--- src/rtl/fixconv_pkg.sv ---
// Shared types and constants for the round-robin fixed-to-single converter.
package fixconv_pkg;

    typedef enum logic [1:0] {
        IDLE = 2'd0,
        CONV = 2'd1,
        HOLD = 2'd2
    } state_t;

    localparam logic [31:0] FLOAT_ZERO   = 32'h0000_0000;
    localparam logic [7:0]  FLOAT_BIAS   = 8'd127;
    localparam int unsigned FLOAT_MANT_W = 23;

    typedef struct packed {
        logic                    sign;
        logic [7:0]              exp;
        logic [FLOAT_MANT_W-1:0] mant;
    } float_t;

    function automatic int unsigned fix_width(input int unsigned int_width,
                                              input int unsigned fract_width);
        return int_width + fract_width;
    endfunction

endpackage

--- src/rtl/fixconv_rr_pick.sv ---
// Combinational round-robin picker: first valid requester after i_rr_ptr, wrapping.
module fixconv_rr_pick #(
    parameter  int unsigned NUM_REQ  = 4,
    localparam int unsigned ID_WIDTH = $clog2(NUM_REQ)
) (
    input  logic [NUM_REQ-1:0]  i_valid,
    input  logic [ID_WIDTH-1:0] i_rr_ptr,
    output logic [NUM_REQ-1:0]  o_grant_c,
    output logic [ID_WIDTH-1:0] o_idx_c,
    output logic                o_any_c
);

    logic [ID_WIDTH-1:0] w_cand;

    // Walk from farthest to nearest so the nearest valid candidate wins.
    always_comb begin
        o_idx_c = '0;
        w_cand  = '0;
        for (int k = int'(NUM_REQ); k >= 1; k--) begin
            w_cand = ID_WIDTH'((int'(i_rr_ptr) + k) % int'(NUM_REQ));
            if (i_valid[w_cand]) begin
                o_idx_c = w_cand;
            end
        end
        o_any_c   = |i_valid;
        o_grant_c = o_any_c ? (NUM_REQ'(1) << o_idx_c) : '0;
    end

endmodule

--- src/rtl/fixconv_to_float.sv ---
// Combinational unsigned fixed-point to IEEE-754 single converter (truncating).
module fixconv_to_float
    import fixconv_pkg::*;
#(
    parameter  int unsigned INT_WIDTH   = 12,
    parameter  int unsigned FRACT_WIDTH = 4,
    localparam int unsigned FW          = fix_width(INT_WIDTH, FRACT_WIDTH),
    localparam int unsigned LZW         = $clog2(FW + 1)
) (
    input  logic [FW-1:0] i_op,
    output logic [31:0]   o_float_c
);

    logic [LZW-1:0] w_lz;
    logic [FW-1:0]  w_norm;
    logic [FW+22:0] w_ext;
    float_t         w_f;

    always_comb begin
        w_lz = LZW'(FW);
        for (int i = 0; i < int'(FW); i++) begin
            if (i_op[i]) begin
                w_lz = LZW'(int'(FW) - 1 - i);
            end
        end
        // Leading one lands on the MSB; the bits below it become the mantissa.
        w_norm    = i_op << w_lz;
        w_ext     = {w_norm[FW-2:0], 24'd0};
        w_f.sign  = 1'b0;
        w_f.exp   = 8'(int'(FLOAT_BIAS) + int'(INT_WIDTH) - 1 - int'(w_lz));
        w_f.mant  = w_ext[FW+22 -: FLOAT_MANT_W];
        o_float_c = (i_op == '0) ? FLOAT_ZERO : w_f;
    end

endmodule

--- src/rtl/fixconv_rr_arbiter.sv ---
// Round-robin arbiter sharing one fixed-to-single converter among NUM_REQ requesters.
// Optional per-requester accept counters enabled by `FIXCONV_ARB_STATS_EN.
module fixconv_rr_arbiter
    import fixconv_pkg::*;
#(
    parameter  int unsigned NUM_REQ     = 4,
    parameter  int unsigned INT_WIDTH   = 12,
    parameter  int unsigned FRACT_WIDTH = 4,
    localparam int unsigned FW          = fix_width(INT_WIDTH, FRACT_WIDTH),
    localparam int unsigned ID_WIDTH    = $clog2(NUM_REQ)
) (
    input  logic                   clk,
    input  logic                   rst_n,
    input  logic [NUM_REQ-1:0]     req_valid,
    input  logic [NUM_REQ*FW-1:0]  req_data,
    output logic [NUM_REQ-1:0]     req_ready,
    output logic                   res_valid,
    input  logic                   res_ready,
    output logic [31:0]            res_data,
    output logic [ID_WIDTH-1:0]    res_id,
`ifdef FIXCONV_ARB_STATS_EN
    output logic [NUM_REQ*16-1:0]  grant_cnt,
`endif
    output logic                   busy
);

    state_t              r_state;
    state_t              w_state_nxt;
    logic [ID_WIDTH-1:0] r_rr_ptr;
    logic [ID_WIDTH-1:0] r_id;
    logic [FW-1:0]       r_op;
    logic                r_res_valid;
    logic [31:0]         r_res_data;
    logic [ID_WIDTH-1:0] r_res_id;

    logic [NUM_REQ-1:0]  w_gnt;
    logic [ID_WIDTH-1:0] w_gnt_idx;
    logic                w_any;
    logic                w_rdy_en;
    logic [NUM_REQ-1:0]  w_accept_vec;
    logic                w_accept;
    logic [FW-1:0]       w_sel_op;
    logic [31:0]         w_float;

    fixconv_rr_pick #(
        .NUM_REQ (NUM_REQ)
    ) u_pick (
        .i_valid   (req_valid),
        .i_rr_ptr  (r_rr_ptr),
        .o_grant_c (w_gnt),
        .o_idx_c   (w_gnt_idx),
        .o_any_c   (w_any)
    );

    fixconv_to_float #(
        .INT_WIDTH   (INT_WIDTH),
        .FRACT_WIDTH (FRACT_WIDTH)
    ) u_conv (
        .i_op      (r_op),
        .o_float_c (w_float)
    );

    // A new operand may enter only when the result slot is free or draining this cycle.
    assign w_rdy_en     = (r_state == IDLE) || ((r_state == HOLD) && res_ready);
    assign req_ready    = (w_rdy_en && w_any) ? w_gnt : '0;
    assign w_accept_vec = req_valid & req_ready;
    assign w_accept     = |w_accept_vec;

    always_comb begin
        w_sel_op = '0;
        for (int i = 0; i < int'(NUM_REQ); i++) begin
            if (w_gnt[i]) begin
                w_sel_op = req_data[i*FW +: FW];
            end
        end
    end

    always_ff @(posedge clk or negedge rst_n) begin
        if (!rst_n) begin
            r_state <= IDLE;
        end else begin
            r_state <= w_state_nxt;
        end
    end

    always_comb begin
        w_state_nxt = r_state;
        case (r_state)
            IDLE: begin
                if (w_accept) begin
                    w_state_nxt = CONV;
                end
            end
            CONV: begin
                w_state_nxt = HOLD;
            end
            HOLD: begin
                if (res_ready) begin
                    w_state_nxt = w_accept ? CONV : IDLE;
                end
            end
            default: begin
                w_state_nxt = IDLE;
            end
        endcase
    end

    // Operand capture and round-robin pointer advance on accept.
    always_ff @(posedge clk or negedge rst_n) begin
        if (!rst_n) begin
            r_op     <= '0;
            r_id     <= '0;
            r_rr_ptr <= ID_WIDTH'(NUM_REQ - 1);
        end else if (w_accept) begin
            r_op     <= w_sel_op;
            r_id     <= w_gnt_idx;
            r_rr_ptr <= w_gnt_idx;
        end
    end

    always_ff @(posedge clk or negedge rst_n) begin
        if (!rst_n) begin
            r_res_valid <= 1'b0;
            r_res_data  <= FLOAT_ZERO;
            r_res_id    <= '0;
        end else if (r_state == CONV) begin
            r_res_valid <= 1'b1;
            r_res_data  <= w_float;
            r_res_id    <= r_id;
        end else if ((r_state == HOLD) && res_ready) begin
            r_res_valid <= 1'b0;
        end
    end

    assign res_valid = r_res_valid;
    assign res_data  = r_res_data;
    assign res_id    = r_res_id;
    assign busy      = (r_state != IDLE);

`ifdef FIXCONV_ARB_STATS_EN
    logic [15:0] r_grant_cnt [NUM_REQ];

    // Saturating per-requester accept counters.
    for (genvar g = 0; g < int'(NUM_REQ); g++) begin : g_stats
        always_ff @(posedge clk or negedge rst_n) begin
            if (!rst_n) begin
                r_grant_cnt[g] <= '0;
            end else if (w_accept_vec[g] && (r_grant_cnt[g] != 16'hFFFF)) begin
                r_grant_cnt[g] <= r_grant_cnt[g] + 16'd1;
            end
        end
        assign grant_cnt[g*16 +: 16] = r_grant_cnt[g];
    end
`endif

endmodule
--- config.mk ---
export PLATFORM = sky130hd
export DESIGN_NAME = fixconv_rr_arbiter
export DESIGN_NICKNAME = d
export VERILOG_FILES = /design/src/rtl/fixconv_pkg.sv /design/src/rtl/fixconv_rr_pick.sv /design/src/rtl/fixconv_to_float.sv /design/src/rtl/fixconv_rr_arbiter.sv
export SDC_FILE = /design/constraint.sdc
export NUM_CORES = 1
export LEC_CHECK = 0
export BUFFER_PORTS_ARGS = -buffer_cell sky130_fd_sc_hd__buf_2
export CORE_ASPECT_RATIO = 0.5
export CORE_MARGIN = 3
export CORE_UTILIZATION = 40
export DETAILED_ROUTE_END_ITERATION = 16
export PLACE_DENSITY_LB_ADDON = 0.3
export SETUP_SLACK_MARGIN = 0.4
export SYNTH_ARGS = -nofsm -noshare
export SYNTH_HDL_FRONTEND = slang
export SYNTH_HIERARCHICAL = 1
export SYNTH_SLANG_ARGS = --single-unit
--- constraint.sdc ---
create_clock -name clk -period 2.91 [get_ports clk]
set_input_delay 0.291 -clock clk [delete_from_list [all_inputs] [get_ports clk]]
set_output_delay 0.291 -clock clk [all_outputs]
set_load 0.005 [all_outputs]
==> impl_metrics.json, run 1 <==
{
  "status": "complete, but fails checks",
  "violations": "hold timing",
  "place_congestion": 0.939,
  "cts_max_level": 3,
  "crit_type": "reg2reg",
  "worstMarginPinSlew_ns": 0.647,
  "numCtsBuffers": 9,
  "avgSynthCellArea_sq_um": 9.72,
  "p_clk_share_pct": 15.6,
  "die_y_um": 75.1,
  "drt.antenna.violating_nets": 0,
  "finalSetupTns_ns": 0,
  "synth_cell_type_count": 65,
  "fin_crit_ns": 2.51,
  "power_density_mw_per_mm2": 1360,
  "yosysMostFrequentCell": "dfrtp_1",
  "clk_path_buf_depth": 2,
  "worst_setup_path_end_kind": "register",
  "ys_ff_latch": 57,
  "crit_chain": "nor2_2 -> o31ai_4 -> a32oi_4 -> inv_4 -> buf_4 -> a221oi_1 -> a21oi_1 -> or3_1 -> mux2_2",
  "dp_hpwl_um": 8000,
  "r2r-end": "res_data[21]",
  "synth_common_cells": "dfrtp_1 (55), mux2_2 (43), nand2_1 (35), nor2_1 (30)",
  "synth-seq-area-share_pct": 37.4,
  "yosys.area.top_type": "dfrtp_1",
  "p_switching_uw": 2880,
  "finalSetupViolations": 0,
  "fmax_mhz": 399,
  "crit_required_ns": 3.12,
  "fin_nets": 594,
  "p_sw_share_pct": 42.3,
  "synth_flop_cell": "dfrtp_1",
  "rows": 24,
  "drive_above_1_share_pct": 45.7,
  "cap_violations": 0,
  "drc": 0,
  "grt_use_total_pct": 19.9,
  "fin_ws_ns": 0.404,
  "cts.sinks": 57,
  "maxSlewHeadroom_pct": 56.8,
  "stdcell_area_sq_mm": 0.00503,
  "drt_iter0_drc": 255,
  "peakVddDrop_mv": 0.534,
  "whs_ns": -0.00657,
  "cts-root-buf": "clkbuf_16",
  "dr.pass1.iters": 5,
  "grt_max_degree": 36,
  "die_x_um": 144,
  "comb_power_share_pct": 61.8,
  "finalMaxSlewViolations": 0,
  "critPathArrivalTime_ns": 2.71,
  "min_path_type": "in2async",
  "dpl_cell_area_sq_mm": 0.00447,
  "slowest_delay_ns": 0.46,
  "fin_worst_skew_ns": 0.00759,
  "cts_hold_buf": 0,
  "post-place-ws_ns": 0.172,
  "clkTransAtPathRegs_ns": 0.05,
  "crit_fanout": 8,
  "rrSetupSlack_ns": 0.40,
  "netlist_area_sq_mm": 0.00382,
  "p_seq_share_pct": 22.6,
  "post-route-period-util_pct": 86.1,
  "critPathTopFamily": "compound AO/OA/AOI/OAI gates",
  "p_int_uw": 3940,
  "dieArea_sq_mm": 0.0108,
  "vias": 3574,
  "overflow": 0,
  "final-hold-violation-count": 7,
  "yosysWarnings": 6,
  "routed_via_density": 5.55,
  "timing.rr.start": "r_op[1]",
  "place.port_buffers": 110,
  "insertion_delay_ns": 0.32,
  "antenna_found_initial": 0,
  "netlist_top_cells_area": "dfrtp_1 (36%), mux2_2 (13%), a221oi_1 (4.4%)",
  "wl_per_cell_um": 16.6,
  "synthDominantCellAreaShare_pct": 36.0,
  "area_growth_pct": 31.6,
  "worst-path-buf-inv": 2,
  "rsz0062_at_grt": "yes",
  "reg2regPathDepth": 9,
  "leakagePower_uw": 0.00231,
  "diodes": 0,
  "initial_utilization_pct": 42.5,
  "async_flop_share_pct": 100,
  "synth_edf_count": 0,
  "grt_pass1_wl_um": 16700,
  "design.core.area_sq_mm": 0.00898,
  "grt_pass1_vias": 3234,
  "wl_um": 10700,
  "postSynthCellCount": 393,
  "io-pin-count": 111,
  "slowest_stage": "a32oi_4",
  "cts_tree": "done",
  "cp-start-kind": "register"
}
## per-stage QoR
step	instances	hold slack [ns]	power [uW]	util, %
4_1_cts	636	0.00987	6500	54.2
5_1_grt	644	0.0347	7340	56.0
2_1_floorplan	401	-0.00459	4170	-
3_3_place_gp	613	0.356	5250	49.8
3_5_place_dp	613	0.362	5240	49.8
6_report	644	-0.00657	6820	56.0
## power by group through the flow
| stage | combinational [uW] | clock [uW] | sequential [uW] |
|---|---|---|---|
| after floorplan | 2720 | 0 | 1450 |
| after global placement | 3740 | 0 | 1510 |
| after detailed placement | 3720 | 0 | 1520 |
| after CTS | 3890 | 1090 | 1520 |
| after global routing | 4610 | 1130 | 1600 |
| final | 4220 | 1070 | 1540 |
## cell usage in the layout (no fill, tap or decap), types with 7 or more instances in the layout
master	instances
a21oi_1	15
dfrtp_2	8
mux2i_1	7
buf_2	110
o22ai_1	19
a221oi_1	18
conb_1	9
nor2_1	27
buf_4	30
o21ai_0	11
nand2_1	35
and2_1	8
clkbuf_16	9
mux2_2	40
dfrtp_1	47
o31ai_1	17
inv_1	11
## sequential cells by signal, indices dropped and copies added (netlist names)
signal,flops
res_data,32
r_state,2
r_op,16
res_valid,1
res_id,2
r_rr_ptr,2
r_id,2
## cell type report
class                      instances  area (sq um)
sequential                        57          1440
timing repair buffer             143           818
multi-input combinational        297          2260
fill                             816          3950
inverter                          14          60.1
clock buffer                      14           274
tap                              117           146
clock inverter                     2          35.0
## repair_timing
action,in CTS,in global routing
cloned,0,1
endpoints found under the setup margin,11,19
setup buffers,7,7
resized for setup,9,22
pin swaps,2,4
## kinds of logic after synthesis
family          Yosys count  synth area share, %
fa+ha+maj                 1                0.327
other cells               1               0.0982
flops                    57                 37.4
compound gates          125                 25.2
simple gates            105                 13.1
buf+inv                  48                 7.37
mux                      56                 16.5
## worst max-delay path by stage
stage                   end  cells after the start  startpoint
2_1_floorplan  res_data[21]                      9     r_op[0]
3_3_place_gp   res_data[21]                      8     r_op[8]
3_5_place_dp   res_data[22]                      9     r_op[8]
4_1_cts        res_data[16]                      7     r_op[5]
5_1_grt        res_data[21]                      9     r_op[1]
6_report       res_data[21]                      9     r_op[1]
## routing by layer
layer	GRT usage, %	vias up	part of all wire (%)
met5	0	-	0
met4	4.45	0	1.5
met3	5.77	18	7.3
met2	26.7	129	40
met1	31.0	1696	51
li1	-	1731	-
Power figures use the tool's default switching activity.
==> inputs of run 2 (changes only) <==
--- a/config.mk
+++ b/config.mk
@@ -5,10 +5,12 @@
 export SDC_FILE = /design/constraint.sdc
 export NUM_CORES = 1
 export LEC_CHECK = 0
+export ABC_AREA = 1
 export BUFFER_PORTS_ARGS = -buffer_cell sky130_fd_sc_hd__buf_2
 export CORE_ASPECT_RATIO = 0.5
 export CORE_MARGIN = 3
 export CORE_UTILIZATION = 40
+export CTS_BUF_LIST = sky130_fd_sc_hd__clkbuf_8
 export DETAILED_ROUTE_END_ITERATION = 16
 export PLACE_DENSITY_LB_ADDON = 0.3
 export SETUP_SLACK_MARGIN = 0.4
==> impl_metrics.json, run 2 <==
{
  "status": "complete, no violations",
  "insertion_delay_ns": 0.34,
  "vias": 4126,
  "grtUsageMet3_pct": 4.52,
  "yosys.area.top_type": "dfrtp_1",
  "grt_use_total_pct": 19.3,
  "cts-root-buf": "clkbuf_8",
  "cts_max_level": 3,
  "final-hold-violation-count": 0,
  "design.core.area_sq_mm": 0.00916,
  "dieArea_sq_mm": 0.0112,
  "post-route-period-util_pct": 87.8,
  "whs_ns": 0.263,
  "netlist_area_sq_mm": 0.00396,
  "synthDominantCellAreaShare_pct": 34.8,
  "fmax_mhz": 391,
  "synth-seq-area-share_pct": 36.1,
  "dp_hpwl_um": 8010,
  "finalMaxSlewViolations": 0,
  "grt_max_degree": 43,
  "fin_crit_ns": 2.55,
  "drc": 0,
  "cp-start-kind": "register",
  "dr.pass1.iters": 5,
  "crit_top_cell": "nand2_2",
  "clkTransAtPathRegs_ns": 0.06,
  "synth_edf_count": 0,
  "synth_common_cells": "nand2_1 (204), nand3_1 (56), dfrtp_1 (55), mux2_2 (34), inv_1 (32)",
  "postSynthCellCount": 558,
  "gr-usage-met1_pct": 28.4,
  "crit_chain": "inv_4 -> nand2_2 -> nand2_2 -> nand2_2 -> nand2_2 -> nor2_2 -> nand2_2 -> nand2_4 -> inv_2 -> nor2_4 -> buf_8 -> inv_1 -> nor2_1 -> buf_2",
  "grt_busiest_layer": "met1",
  "rows": 24,
  "largest_reg_flops": 32,
  "place_congestion": 0.902,
  "critPathArrivalTime_ns": 2.26,
  "crit_fanout": 8,
  "wl_per_cell_um": 13.7,
  "ys_ff_latch": 57,
  "clk_path_buf_depth": 2,
  "drive_above_1_share_pct": 37.3,
  "die_x_um": 147,
  "slowest_stage": "dfstp_2",
  "wl_um": 11300,
  "min_path_type": "in2reg",
  "mostFrequentLayoutCells": "nand2_1 (195), buf_2 (110), dfrtp_1 (55)",
  "crit_required_ns": 2.62,
  "synth_cell_type_count": 34,
  "synth_flop_cell": "dfrtp_1",
  "fin_nets": 762,
  "fill_cells": 859,
  "area_growth_pct": 31.4,
  "diodes": 0,
  "globalRouteMet2Util_pct": 28.0,
  "avgSynthCellArea_sq_um": 7.09,
  "die_y_um": 76.3,
  "fin_worst_skew_ns": 0.00940,
  "initial_utilization_pct": 43.2,
  "yosysWarnings": 6,
  "maxSlewHeadroom_pct": 64.7,
  "antenna_found_initial": 0,
  "cap_violations": 0,
  "worst_setup_path_end_kind": "output pin",
  "cts_tree": "done",
  "overflow": 0,
  "rsz0062_at_grt": "yes",
  "drt.antenna.violating_nets": 0,
  "crit_type": "reg2out",
  "drt_iter0_drc": 376,
  "cts.sinks": 57,
  "io-pin-count": 111,
  "async_flop_share_pct": 100,
  "slowest_delay_ns": 0.62,
  "place.port_buffers": 110,
  "final_util_pct": 56.8,
  "worstMarginPinSlew_ns": 0.530,
  "yosysMostFrequentCell": "nand2_1",
  "finalSetupTns_ns": 0,
  "final_common_cell": "nand2_1",
  "grt_pass1_wl_um": 17800,
  "routed_via_density": 5.00,
  "grt_pass1_vias": 3684,
  "numCtsBuffers": 9,
  "netlist_top_cells_area": "dfrtp_1 (35%), nand2_1 (19%), mux2_2 (9.7%)",
  "finalSetupViolations": 0
}
==> run 2: cell count changes after synthesis, moves of 16 or more <==
cell	change
a221oi_1	-19
inv_1	+21
nand3_1	+52
o31ai_1	-18
nand2_1	+169
o211ai_1	+16
o22ai_1	-19
==> run 2: worst paths after layout <==
kind                              start      endpoint  slack (ns)  cells past startpoint
hold / removal             req_data[55]       r_op[7]        0.26                      5
max in group asynchronous         rst_n   r_rr_ptr[1]        1.67                      3
min in group asynchronous         rst_n  res_data[13]        0.39                      2
setup reg to reg            r_rr_ptr[0]       r_op[3]        0.44                     19
setup / recovery            r_rr_ptr[0]  req_ready[1]        0.36                     14
hold reg to reg              r_state[1]    r_state[1]        0.47                      1
==> run 2: worst max-delay path, delay by kind of cell, from the launching register on <==
family                 cells  cell delay [ns]
and+or+nand+nor            9             0.86
buffers and inverters      5             0.42
DFF                        1             0.62
==> run 2: area by class of cell <==
cell class              count  area, sq um  share of cell area (%)
clock inverters             4         42.5                   0.818
inverters                  42          176                    3.39
repair buffers            138          803                    15.4
well taps                 130          163                    3.13
multi-input cells         442         2420                    46.6
clock buffers              12          165                    3.18
flip-flops and latches     57         1430                    27.5
==> run 2: per-layer routing <==
| metal | vias up | wire, um | share of wire [%] |
|---|---|---|---|
| met5 | - | 0 | 0 |
| met4 | 0 | 136 | 1.2 |
| met3 | 14 | 737 | 6.5 |
| met1 | 1867 | 5480 | 49 |
| li1 | 2078 | - | - |
| met2 | 167 | 4940 | 44 |
==> run 2: per-stage QoR <==
| stage | setup slack [ns] | std cells | instance area, sq um |
|---|---|---|---|
| finish | 0.355 | 825 | 5200 |
| detailed placement | 0.477 | 781 | 4550 |
| global placement | 0.518 | 781 | 4550 |
| global route | 0.203 | 825 | 5200 |
| CTS | 0.356 | 800 | 4810 |
| floorplan | 0.767 | 566 | 3990 |
==> run 2: kinds of logic after synthesis <==
family	after synthesis	synth area share (%)
adder cells (fa/ha/maj)	1	0.316
AND/OR/NAND/NOR	325	35.2
AO/OA/AOI/OAI	66	9.55
flip-flops	57	36.1
multiplexers	34	9.67
other	1	0.0948
buffers and inverters	74	9.07
==> run 2: what timing repair did <==
| item | 4_1_cts | 5_1_grt |
|---|---|---|
| hold buffers | 1 | 0 |
| setup buffers | 2 | 18 |
| endpoints found under the setup margin | 3 | 41 |
| resized for setup | 6 | 55 |
| endpoints found under the hold margin | 15 | 0 |
| cloned | 0 | 7 |
| pin swaps | 0 | 13 |
Power of run 2 is not shown: default switching activity piles up to over one toggle a cycle in this logic, so the estimate is an artifact.
